`src/rtl/apb_txn_arbiter_if.sv`:
```
// Command port between the requester arbiter and the single APB master engine.
// The arbiter drives commands through the master modport; the engine uses the slave modport.
interface apb_txn_arbiter_if #(
  parameter int ADDR_WIDTH = 16,
  parameter int DATA_WIDTH = 16,
  parameter int ERR_WIDTH  = 2
);
  logic                  TRANSFER_o;
  logic                  RW_o;
  logic [ADDR_WIDTH-1:0] ADDR_o;
  logic [DATA_WIDTH-1:0] WDATA_o;
  logic                  DONE_i;
  logic [DATA_WIDTH-1:0] RDATA_i;
  logic [ERR_WIDTH-1:0]  FAIL_i;

  modport master (
    output TRANSFER_o, RW_o, ADDR_o, WDATA_o,
    input  DONE_i, RDATA_i, FAIL_i
  );

  modport slave (
    input  TRANSFER_o, RW_o, ADDR_o, WDATA_o,
    output DONE_i, RDATA_i, FAIL_i
  );
endinterface

```
`src/rtl/apb_txn_arbiter.sv`:
```
// Round-robin arbiter sharing one APB master command port among NUM_REQ requesters.
// One transaction in flight; a watchdog aborts a WAIT that never sees DONE.
module apb_txn_arbiter #(
  parameter int NUM_REQ    = 4,
  parameter int ADDR_WIDTH = 16,
  parameter int DATA_WIDTH = 16,
  parameter int ERR_WIDTH  = 2,
  parameter int WAIT_MAX   = 64
) (
  input  logic                          PCLK,
  input  logic                          PRESETn,
  input  logic [NUM_REQ-1:0]            req_i,
  input  logic [NUM_REQ-1:0]            req_rw_i,
  input  logic [NUM_REQ*ADDR_WIDTH-1:0] req_addr_i,
  input  logic [NUM_REQ*DATA_WIDTH-1:0] req_wdata_i,
  output logic [NUM_REQ-1:0]            gnt_o,
  output logic [NUM_REQ-1:0]            rsp_done_o,
  output logic [DATA_WIDTH-1:0]         rsp_rdata_o,
  output logic [ERR_WIDTH-1:0]          rsp_fail_o,
  output logic                          busy_o,
  apb_txn_arbiter_if.master             cmd_if
);

  localparam int IDX_W = (NUM_REQ > 1) ? $clog2(NUM_REQ) : 1;
  localparam int CNT_W = $clog2(WAIT_MAX);

  localparam logic [1:0] S_IDLE  = 2'd0;
  localparam logic [1:0] S_ISSUE = 2'd1;
  localparam logic [1:0] S_WAIT  = 2'd2;
  localparam logic [1:0] S_RESP  = 2'd3;

  logic [1:0]            state_q, state_d;
  logic [IDX_W-1:0]      ptr_q, ptr_d;
  logic [IDX_W-1:0]      idx_q, idx_d;
  logic [CNT_W-1:0]      cnt_q, cnt_d;
  logic [NUM_REQ-1:0]    gnt_q, gnt_d;
  logic [NUM_REQ-1:0]    done_q, done_d;
  logic [DATA_WIDTH-1:0] rdata_q, rdata_d;
  logic [ERR_WIDTH-1:0]  fail_q, fail_d;
  logic                  busy_q, busy_d;
  logic                  transfer_q, transfer_d;
  logic                  rw_q, rw_d;
  logic [ADDR_WIDTH-1:0] addr_q, addr_d;
  logic [DATA_WIDTH-1:0] wdata_q, wdata_d;

  logic                  win_found;
  logic [IDX_W-1:0]      win_idx;
  int                    k;

  // Search starts at the pointer and wraps upward; first requester found wins.
  always_comb begin
    win_found = 1'b0;
    win_idx   = '0;
    k         = 0;
    for (int i = 0; i < NUM_REQ; i++) begin
      k = int'(ptr_q) + i;
      if (k >= NUM_REQ) k = k - NUM_REQ;
      if (!win_found && req_i[k]) begin
        win_found = 1'b1;
        win_idx   = IDX_W'(k);
      end
    end
  end

  // NOTE: every signal written here gets a default first, so no path leaves one unassigned and no latch is inferred.
  always_comb begin
    state_d    = state_q;
    ptr_d      = ptr_q;
    idx_d      = idx_q;
    cnt_d      = cnt_q;
    gnt_d      = gnt_q;
    done_d     = '0;
    rdata_d    = '0;
    fail_d     = '0;
    transfer_d = 1'b0;
    rw_d       = rw_q;
    addr_d     = addr_q;
    wdata_d    = wdata_q;

    case (state_q)
      S_IDLE: begin
        if (win_found) begin
          state_d    = S_ISSUE;
          idx_d      = win_idx;
          gnt_d      = NUM_REQ'(1) << win_idx;
          transfer_d = 1'b1;
          rw_d       = req_rw_i[win_idx];
          addr_d     = req_addr_i[int'(win_idx)*ADDR_WIDTH +: ADDR_WIDTH];
          wdata_d    = req_wdata_i[int'(win_idx)*DATA_WIDTH +: DATA_WIDTH];
        end
      end
      S_ISSUE: begin
        state_d = S_WAIT;
        cnt_d   = '0;
        ptr_d   = (idx_q == IDX_W'(NUM_REQ-1)) ? '0 : idx_q + IDX_W'(1);
      end
      S_WAIT: begin
        // A DONE on the expiry cycle still wins over the abort.
        if (cmd_if.DONE_i) begin
          state_d = S_RESP;
          done_d  = gnt_q;
          rdata_d = cmd_if.RDATA_i;
          fail_d  = cmd_if.FAIL_i;
        end else if (cnt_q == CNT_W'(WAIT_MAX-1)) begin
          state_d = S_RESP;
          done_d  = gnt_q;
          fail_d  = '1;
        end else begin
          cnt_d = cnt_q + CNT_W'(1);
        end
      end
      S_RESP: begin
        state_d = S_IDLE;
        gnt_d   = '0;
      end
      default: state_d = S_IDLE;
    endcase
  end

  assign busy_d = (state_d != S_IDLE);

  // NOTE: sequential state uses non-blocking assignments so every register samples pre-edge values.
  always_ff @(posedge PCLK) begin
    if (!PRESETn) begin
      state_q    <= S_IDLE;
      ptr_q      <= '0;
      idx_q      <= '0;
      cnt_q      <= '0;
      gnt_q      <= '0;
      done_q     <= '0;
      rdata_q    <= '0;
      fail_q     <= '0;
      busy_q     <= 1'b0;
      transfer_q <= 1'b0;
      rw_q       <= 1'b0;
      addr_q     <= '0;
      wdata_q    <= '0;
    end else begin
      state_q    <= state_d;
      ptr_q      <= ptr_d;
      idx_q      <= idx_d;
      cnt_q      <= cnt_d;
      gnt_q      <= gnt_d;
      done_q     <= done_d;
      rdata_q    <= rdata_d;
      fail_q     <= fail_d;
      busy_q     <= busy_d;
      transfer_q <= transfer_d;
      rw_q       <= rw_d;
      addr_q     <= addr_d;
      wdata_q    <= wdata_d;
    end
  end

  assign gnt_o             = gnt_q;
  assign rsp_done_o        = done_q;
  assign rsp_rdata_o       = rdata_q;
  assign rsp_fail_o        = fail_q;
  assign busy_o            = busy_q;
  assign cmd_if.TRANSFER_o = transfer_q;
  assign cmd_if.RW_o       = rw_q;
  assign cmd_if.ADDR_o     = addr_q;
  assign cmd_if.WDATA_o    = wdata_q;

endmodule

```
`src/flat_wrapper.sv`:
```
// flat-port wrapper written by rule: the top's interface ports become plain ports
module apb_txn_arbiter_flat 
#(
  parameter int NUM_REQ    = 4,
  parameter int ADDR_WIDTH = 16,
  parameter int DATA_WIDTH = 16,
  parameter int ERR_WIDTH  = 2,
  parameter int WAIT_MAX   = 64
)
  (PCLK, PRESETn, req_i, req_rw_i, req_addr_i, req_wdata_i, gnt_o, rsp_done_o, rsp_rdata_o, rsp_fail_o, busy_o, cmd_if_TRANSFER_o, cmd_if_RW_o, cmd_if_ADDR_o, cmd_if_WDATA_o, cmd_if_DONE_i, cmd_if_RDATA_i, cmd_if_FAIL_i);
  apb_txn_arbiter_if #(.ADDR_WIDTH(ADDR_WIDTH), .DATA_WIDTH(DATA_WIDTH), .ERR_WIDTH(ERR_WIDTH)) cmd_if_i ();
  input  logic PCLK;
  input  logic PRESETn;
  input  logic [NUM_REQ-1:0] req_i;
  input  logic [NUM_REQ-1:0] req_rw_i;
  input  logic [NUM_REQ*ADDR_WIDTH-1:0] req_addr_i;
  input  logic [NUM_REQ*DATA_WIDTH-1:0] req_wdata_i;
  output logic [NUM_REQ-1:0] gnt_o;
  output logic [NUM_REQ-1:0] rsp_done_o;
  output logic [DATA_WIDTH-1:0] rsp_rdata_o;
  output logic [ERR_WIDTH-1:0] rsp_fail_o;
  output logic busy_o;
  output wire logic [$bits(cmd_if_i.TRANSFER_o)-1:0] cmd_if_TRANSFER_o;
  output wire logic [$bits(cmd_if_i.RW_o)-1:0] cmd_if_RW_o;
  output wire logic [$bits(cmd_if_i.ADDR_o)-1:0] cmd_if_ADDR_o;
  output wire logic [$bits(cmd_if_i.WDATA_o)-1:0] cmd_if_WDATA_o;
  input wire logic [$bits(cmd_if_i.DONE_i)-1:0] cmd_if_DONE_i;
  input wire logic [$bits(cmd_if_i.RDATA_i)-1:0] cmd_if_RDATA_i;
  input wire logic [$bits(cmd_if_i.FAIL_i)-1:0] cmd_if_FAIL_i;
  assign cmd_if_TRANSFER_o = cmd_if_i.TRANSFER_o;
  assign cmd_if_RW_o = cmd_if_i.RW_o;
  assign cmd_if_ADDR_o = cmd_if_i.ADDR_o;
  assign cmd_if_WDATA_o = cmd_if_i.WDATA_o;
  assign cmd_if_i.DONE_i = cmd_if_DONE_i;
  assign cmd_if_i.RDATA_i = cmd_if_RDATA_i;
  assign cmd_if_i.FAIL_i = cmd_if_FAIL_i;
  apb_txn_arbiter #(.NUM_REQ(NUM_REQ), .ADDR_WIDTH(ADDR_WIDTH), .DATA_WIDTH(DATA_WIDTH), .ERR_WIDTH(ERR_WIDTH), .WAIT_MAX(WAIT_MAX)) u_core (.PCLK(PCLK), .PRESETn(PRESETn), .req_i(req_i), .req_rw_i(req_rw_i), .req_addr_i(req_addr_i), .req_wdata_i(req_wdata_i), .gnt_o(gnt_o), .rsp_done_o(rsp_done_o), .rsp_rdata_o(rsp_rdata_o), .rsp_fail_o(rsp_fail_o), .busy_o(busy_o), .cmd_if(cmd_if_i));
endmodule
```
`config.mk`:
```
export PLATFORM = sky130hd
export DESIGN_NAME = apb_txn_arbiter_flat
export DESIGN_NICKNAME = d
export VERILOG_FILES = /design/src/rtl/apb_txn_arbiter_if.sv /design/src/rtl/apb_txn_arbiter.sv /design/src/flat_wrapper.sv
export SDC_FILE = /design/constraint.sdc
export NUM_CORES = 1
export LEC_CHECK = 0
export ABC_CLOCK_PERIOD_IN_PS = 1900
export BUFFER_PORTS_ARGS = -buffer_cell sky130_fd_sc_hd__buf_4
export CAP_MARGIN = 10
export CORE_UTILIZATION = 31
export DETAILED_ROUTE_END_ITERATION = 7
export SYNTH_ARGS = -nofsm -noshare
export SYNTH_HDL_FRONTEND = slang
export SYNTH_SLANG_ARGS = --single-unit
```
`constraint.sdc`:
```
create_clock -name PCLK -period 1.9 [get_ports PCLK]
set_input_delay 0.095 -clock PCLK [delete_from_list [all_inputs] [get_ports PCLK]]
set_output_delay 0.095 -clock PCLK [all_outputs]
set_load 0.1 [all_outputs]
```
# Yosys cells after proc, flatten, opt, wreduce, memory -nomap -nowiden
# Index checks and enable logic that the tools add are counted.
# word_totals
reg_bits	73
inputBits	157
elab_cells	99
# classes
addsub	9
magnitude_cmp	9
eq_ne	8
n_shift	3
muxes	41
reduce_logical	16
# op_table
cell	count
< comparator 32 x 4 -> 1 bit, second input constant	4
two-way mux 32 bit	4
indexed part select 64 x 7 -> 16 bit	2
>= comparator 32 x 4 -> 1 bit, second input constant	3
subtractor 32 x 4 -> 32 bit, second input constant	3
two-way mux 2 bit	10
two-way mux 1 bit	14
two-way mux 4 bit	3
two-way mux 6 bit	2
one-hot mux 6 bit (2 select lines)	1
binary-select mux 1 bit (select 2 bit)	5
one-hot mux 2 bit (4 select lines)	1
one-hot mux 4 bit (2 select lines)	1
AND reduction 2 bit	4
adder 2 x 2 -> 3 bit, second input constant	2
adder 6 x 1 -> 6 bit, second input constant	1
== test 2 bit, second input constant	3
== test 6 bit, second input constant	1
AND reduction 3 bit	2
nonzero test 2 bit	3
!= test 2 bit, second input constant	2
<< shifter 1 x 2 -> 4 bit, first input constant	1
subtractor 2 x 3 -> 4 bit, second input constant	1
adder 2 x 1 -> 3 bit, second input constant	1
other kinds (8)	12

# Depth between registers and ports, before layout
# logic_depth
depth_word	18
depth_mapped	8
ltp_nobuf	7

# Worst setup path after synthesis
# Ideal clock, no wire load.
# synth_timing
path_type	flip-flop to flip-flop
startpoint	reg u_core.ptr_q[1]
endpoint	reg u_core.addr_q[10], in the netlist u_core.cmd_if.ADDR_o[10]
arrival_time_ns	1.377
t_required_ns	1.770
slack_ns	0.393
stages_incl_launch_ff	9
period_less_slack_ns	1.507
cell_sequence	dfxtp_1 > buf_6 > inv_2 > a21oi_1 > o221a_1 > buf_2 > buf_6 > a222oi_1 > a21oi_1
# synth_via
elab_chain_cells	16
word_cells_on_any_way	43
classes_between	add/sub (7); order compare (4); shift (1); mux (24); reduce/logical (7)
# synth_lines
element	line	source
start: declaration	apb_txn_arbiter.sv:33	logic [IDX_W-1:0] ptr_q, ptr_d;
start signal: assignment	apb_txn_arbiter.sv:140	ptr_q <= ptr_d;
branches (longest 16 deep; another with subtractor 32 x 4 -> 32 bit)	n/a	
end signal: assignment	apb_txn_arbiter.sv:150	addr_q <= addr_d;
end: declaration	apb_txn_arbiter.sv:43	logic [ADDR_WIDTH-1:0] addr_q, addr_d;
# Parallel ways; which one is timed is not known. The select of a mux whose other input is x is not followed.
# A chain may end at the register's enable or synchronous reset.

# Final worst setup path
# layout_timing
startpoint	reg u_core.cnt_q[0]
endpoint	reg u_core.fail_q[1], in the netlist u_core.rsp_fail_o[1]
# layout_via
elab_chain_cells	3
# layout_lines
element	line	source
start: declaration	apb_txn_arbiter.sv:35	logic [CNT_W-1:0] cnt_q, cnt_d;
start signal: assignment	apb_txn_arbiter.sv:142	cnt_q <= cnt_d;
== test 6 bit	apb_txn_arbiter.sv:104	end else if (cnt_q == CNT_W'(WAIT_MAX-1)) begin
two-way mux 2 bit	apb_txn_arbiter.sv:104	
two-way mux 2 bit	apb_txn_arbiter.sv:99	if (cmd_if.DONE_i) begin
end signal: assignment	apb_txn_arbiter.sv:146	fail_q <= fail_d;
end: declaration	apb_txn_arbiter.sv:39	logic [ERR_WIDTH-1:0] fail_q, fail_d;
# Every way passes these cells.

==> out/metrics.yaml <==
syn-cell-area_um2: 3440
first_pass_iters: 7
n_fill_cell: 1026
yosysTopAreaCell: "dfxtp_1"
worst_ep_arrival_time_ps: 2090
synth_edf_count: 0
critPathKind: "reg -> reg"
clockBufferDepth: 2
finalNonFillerCells: 729
synth-warning-count: 0
drive_gt1_frac: 0.491
setup_ws_ps: 103
rows: 38
worstHoldPathType: "in -> reg"
die-area_um2: 11500
finClkSkew_ps: 9.36
cts-root-buf: "clkbuf_8"
place_ws_ps: 206
path_delay_family: "buffers and inverters"
path_cells: "ha_4 > a31oi_1 > or2_2 > a21oi_1 > dlygate4sd3_1"
period_minus_slack_ps: 1800
cts.clk_slew.worst_paths_ps: 90
final_max_slew_viol_count: 0
fmax_mhz: 557
tightest_slew_ps: 450
rsz0062_at_grt: "false"
required_ps: 2190
finalHoldWorstSlack_ps: 17.3
grt_pass1_wl_um: 17000
vias_per_cell: 5.02
drt_iter0_drc: 240
crit_buf_inv: 1
synthTopCellsByArea: "dfxtp_1 (42%), a222oi_1 (9.6%), a21oi_2 (7.6%), a21oi_1 (6.3%), o21ai_0 (5.4%)"
area_delta_synth_final_pct: 61.6
cts_sinks: 73
ys.flop_type: "dfxtp_1"
ir_drop_uv: 831
grt_overflow: 0
grt_pass1_vias: 3543
cts_tree: "built"
synthesis.nets: 519
antenna_found_initial: 0
ios: 218
endpoint_kind: "flip-flop"
ys_ff_latch: 73
grt_start_max_net_pins: 50
run_status: "finished clean"
netlist_instances: 355
avgSynthCellArea_um2: 9.70
dieWidth_um: 107
io_buffer_count: 217
setup_viol: 0
synth.distinct_cells: 39
cellLeakagePower_nw: 2.47
slowest_delay_ps: 550
drv_cap: 0
final_cell_mix: "buf_4 (224), dfxtp_1 (73), a21oi_1 (43)"
die_h_um: 107
wirelength_um: 11100
p_per_area_nw_per_um2: 1560
final_common_cell: "buf_4"
n_antenna_cell: 0
post_cts_buffers: 0
gr-usage-all-layers: 0.188
cts_buffers: 9
async_flop_share: 0
htreeDepth: 3
critPathLaunchType: "flip-flop"
path_max_fanout: 5
drc: 0
antenna_left: 0
final_hold_viol_count: 0
dp_hpwl_um: 7880
yosysSeqAreaShare: 0.425
crit_slowest_cell: "dlygate4sd3_1"
nets: 748
place_congestion: 0.737
fin_crit_sh: 0.946
start_util: 0.318
fin_setup_tns_ps: 0
synth_top_area_frac: 0.425
vias: 3660
slew_headroom: 0.700
insertion_delay_ps: 350
core_um2: 10800
routedWlPerCell_um: 15.3
dp_cells: 691
==> worst register-to-register path, cell delays in order, from the launching register on <==
cell	delay, ps
dfxtp_1	440
ha_4	200
a31oi_1	120
or2_2	330
a21oi_1	100
dlygate4sd3_1	550
==> stage by stage <==
| step | area (µm²) | total power, W | util |
|---|---|---|---|
| floorplan | 3440 | 0.00631 | - |
| global placement | 5140 | 0.00751 | 0.474 |
| detailed placement | 5140 | 0.00755 | 0.474 |
| CTS | 5550 | 0.00877 | 0.512 |
| global route | 5560 | 0.00914 | 0.513 |
| finish | 5560 | 0.00869 | 0.513 |
==> worst paths after layout <==
| kind | start | to | slack [ps] | depth (start not counted) |
|---|---|---|---|---|
| min | req_wdata_i[36] | u_core.cmd_if.WDATA_o[4] | 20 | 3 |
| min reg2reg | u_core.gnt_o[3] | u_core.rsp_done_o[3] | 490 | 1 |
| max reg2reg | u_core.cnt_q[0] | u_core.rsp_fail_o[1] | 100 | 5 |
| max | u_core.cnt_q[0] | u_core.rsp_fail_o[1] | 100 | 5 |
==> power breakdown <==
part	switching, W	total, W	internal [W]
sequential	0.000230	0.00216	0.00193
combinational	0.00392	0.00539	0.00147
clock	0.000645	0.00114	0.000497
==> synthesized netlist by cell type (7+ instances only) <==
cell,count
dfxtp_1,73
a21oi_1,43
o21ai_0,37
a222oi_1,33
a21oi_2,30
and2_1,24
buf_6,14
clkbuf_1,12
nand2_1,11
nor2_1,11
nor2b_1,8
ha_1,7
inv_1,7
==> layer usage <==
layer / up-vias / global-route usage / routed length (µm) / part of all wire
met4: 0 / 0.0705 / 192 / 0.017
met2: 151 / 0.337 / 5590 / 0.50
met3: 18 / 0.0496 / 752 / 0.068
met1: 1701 / 0.213 / 4600 / 0.41
met5: - / 0 / 0 / 0
li1: 1790 / - / - / -
==> cell families after synthesis <==
logic type      Yosys count  share of synthesized area
xor+xnor                  4                     0.0102
buf+inv                  40                     0.0785
fa+ha+maj                 7                     0.0254
simple gates             68                      0.111
mux                       4                     0.0120
flops                    73                      0.425
compound gates          159                      0.338
==> flip-flops by register name, summed over array words and instances, names as in the netlist <==
register / count
u_core.idx_q: 2
u_core.cmd_if.WDATA_o: 16
u_core.rsp_fail_o: 2
u_core.cnt_q: 6
u_core.state_q: 2
u_core.rsp_rdata_o: 16
u_core.cmd_if.RW_o: 1
u_core.rsp_done_o: 4
u_core.busy_o: 1
u_core.cmd_if.TRANSFER_o: 1
u_core.cmd_if.ADDR_o: 16
u_core.ptr_q: 2
u_core.gnt_o: 4
==> layout make-up <==
cell class                 count  area (µm²)  area share
clock inverter                 7        58.8      0.0106
sequential                    73        1460       0.263
clock buffer                   9         124      0.0223
timing repair buffer         250        1980       0.356
inverter                       8        30.0     0.00540
tap                          140         175      0.0315
multi-input combinational    242        1730       0.311
==> repair_timing <==
| item | 4_1_cts | 5_1_grt |
|---|---|---|
| hold buffers | 22 | 0 |
| endpoints found under the setup margin | 0 | 1 |
| endpoints found under the hold margin | 21 | 0 |
| gates resized for setup | 0 | 4 |
(Power assumes the default switching activity.)
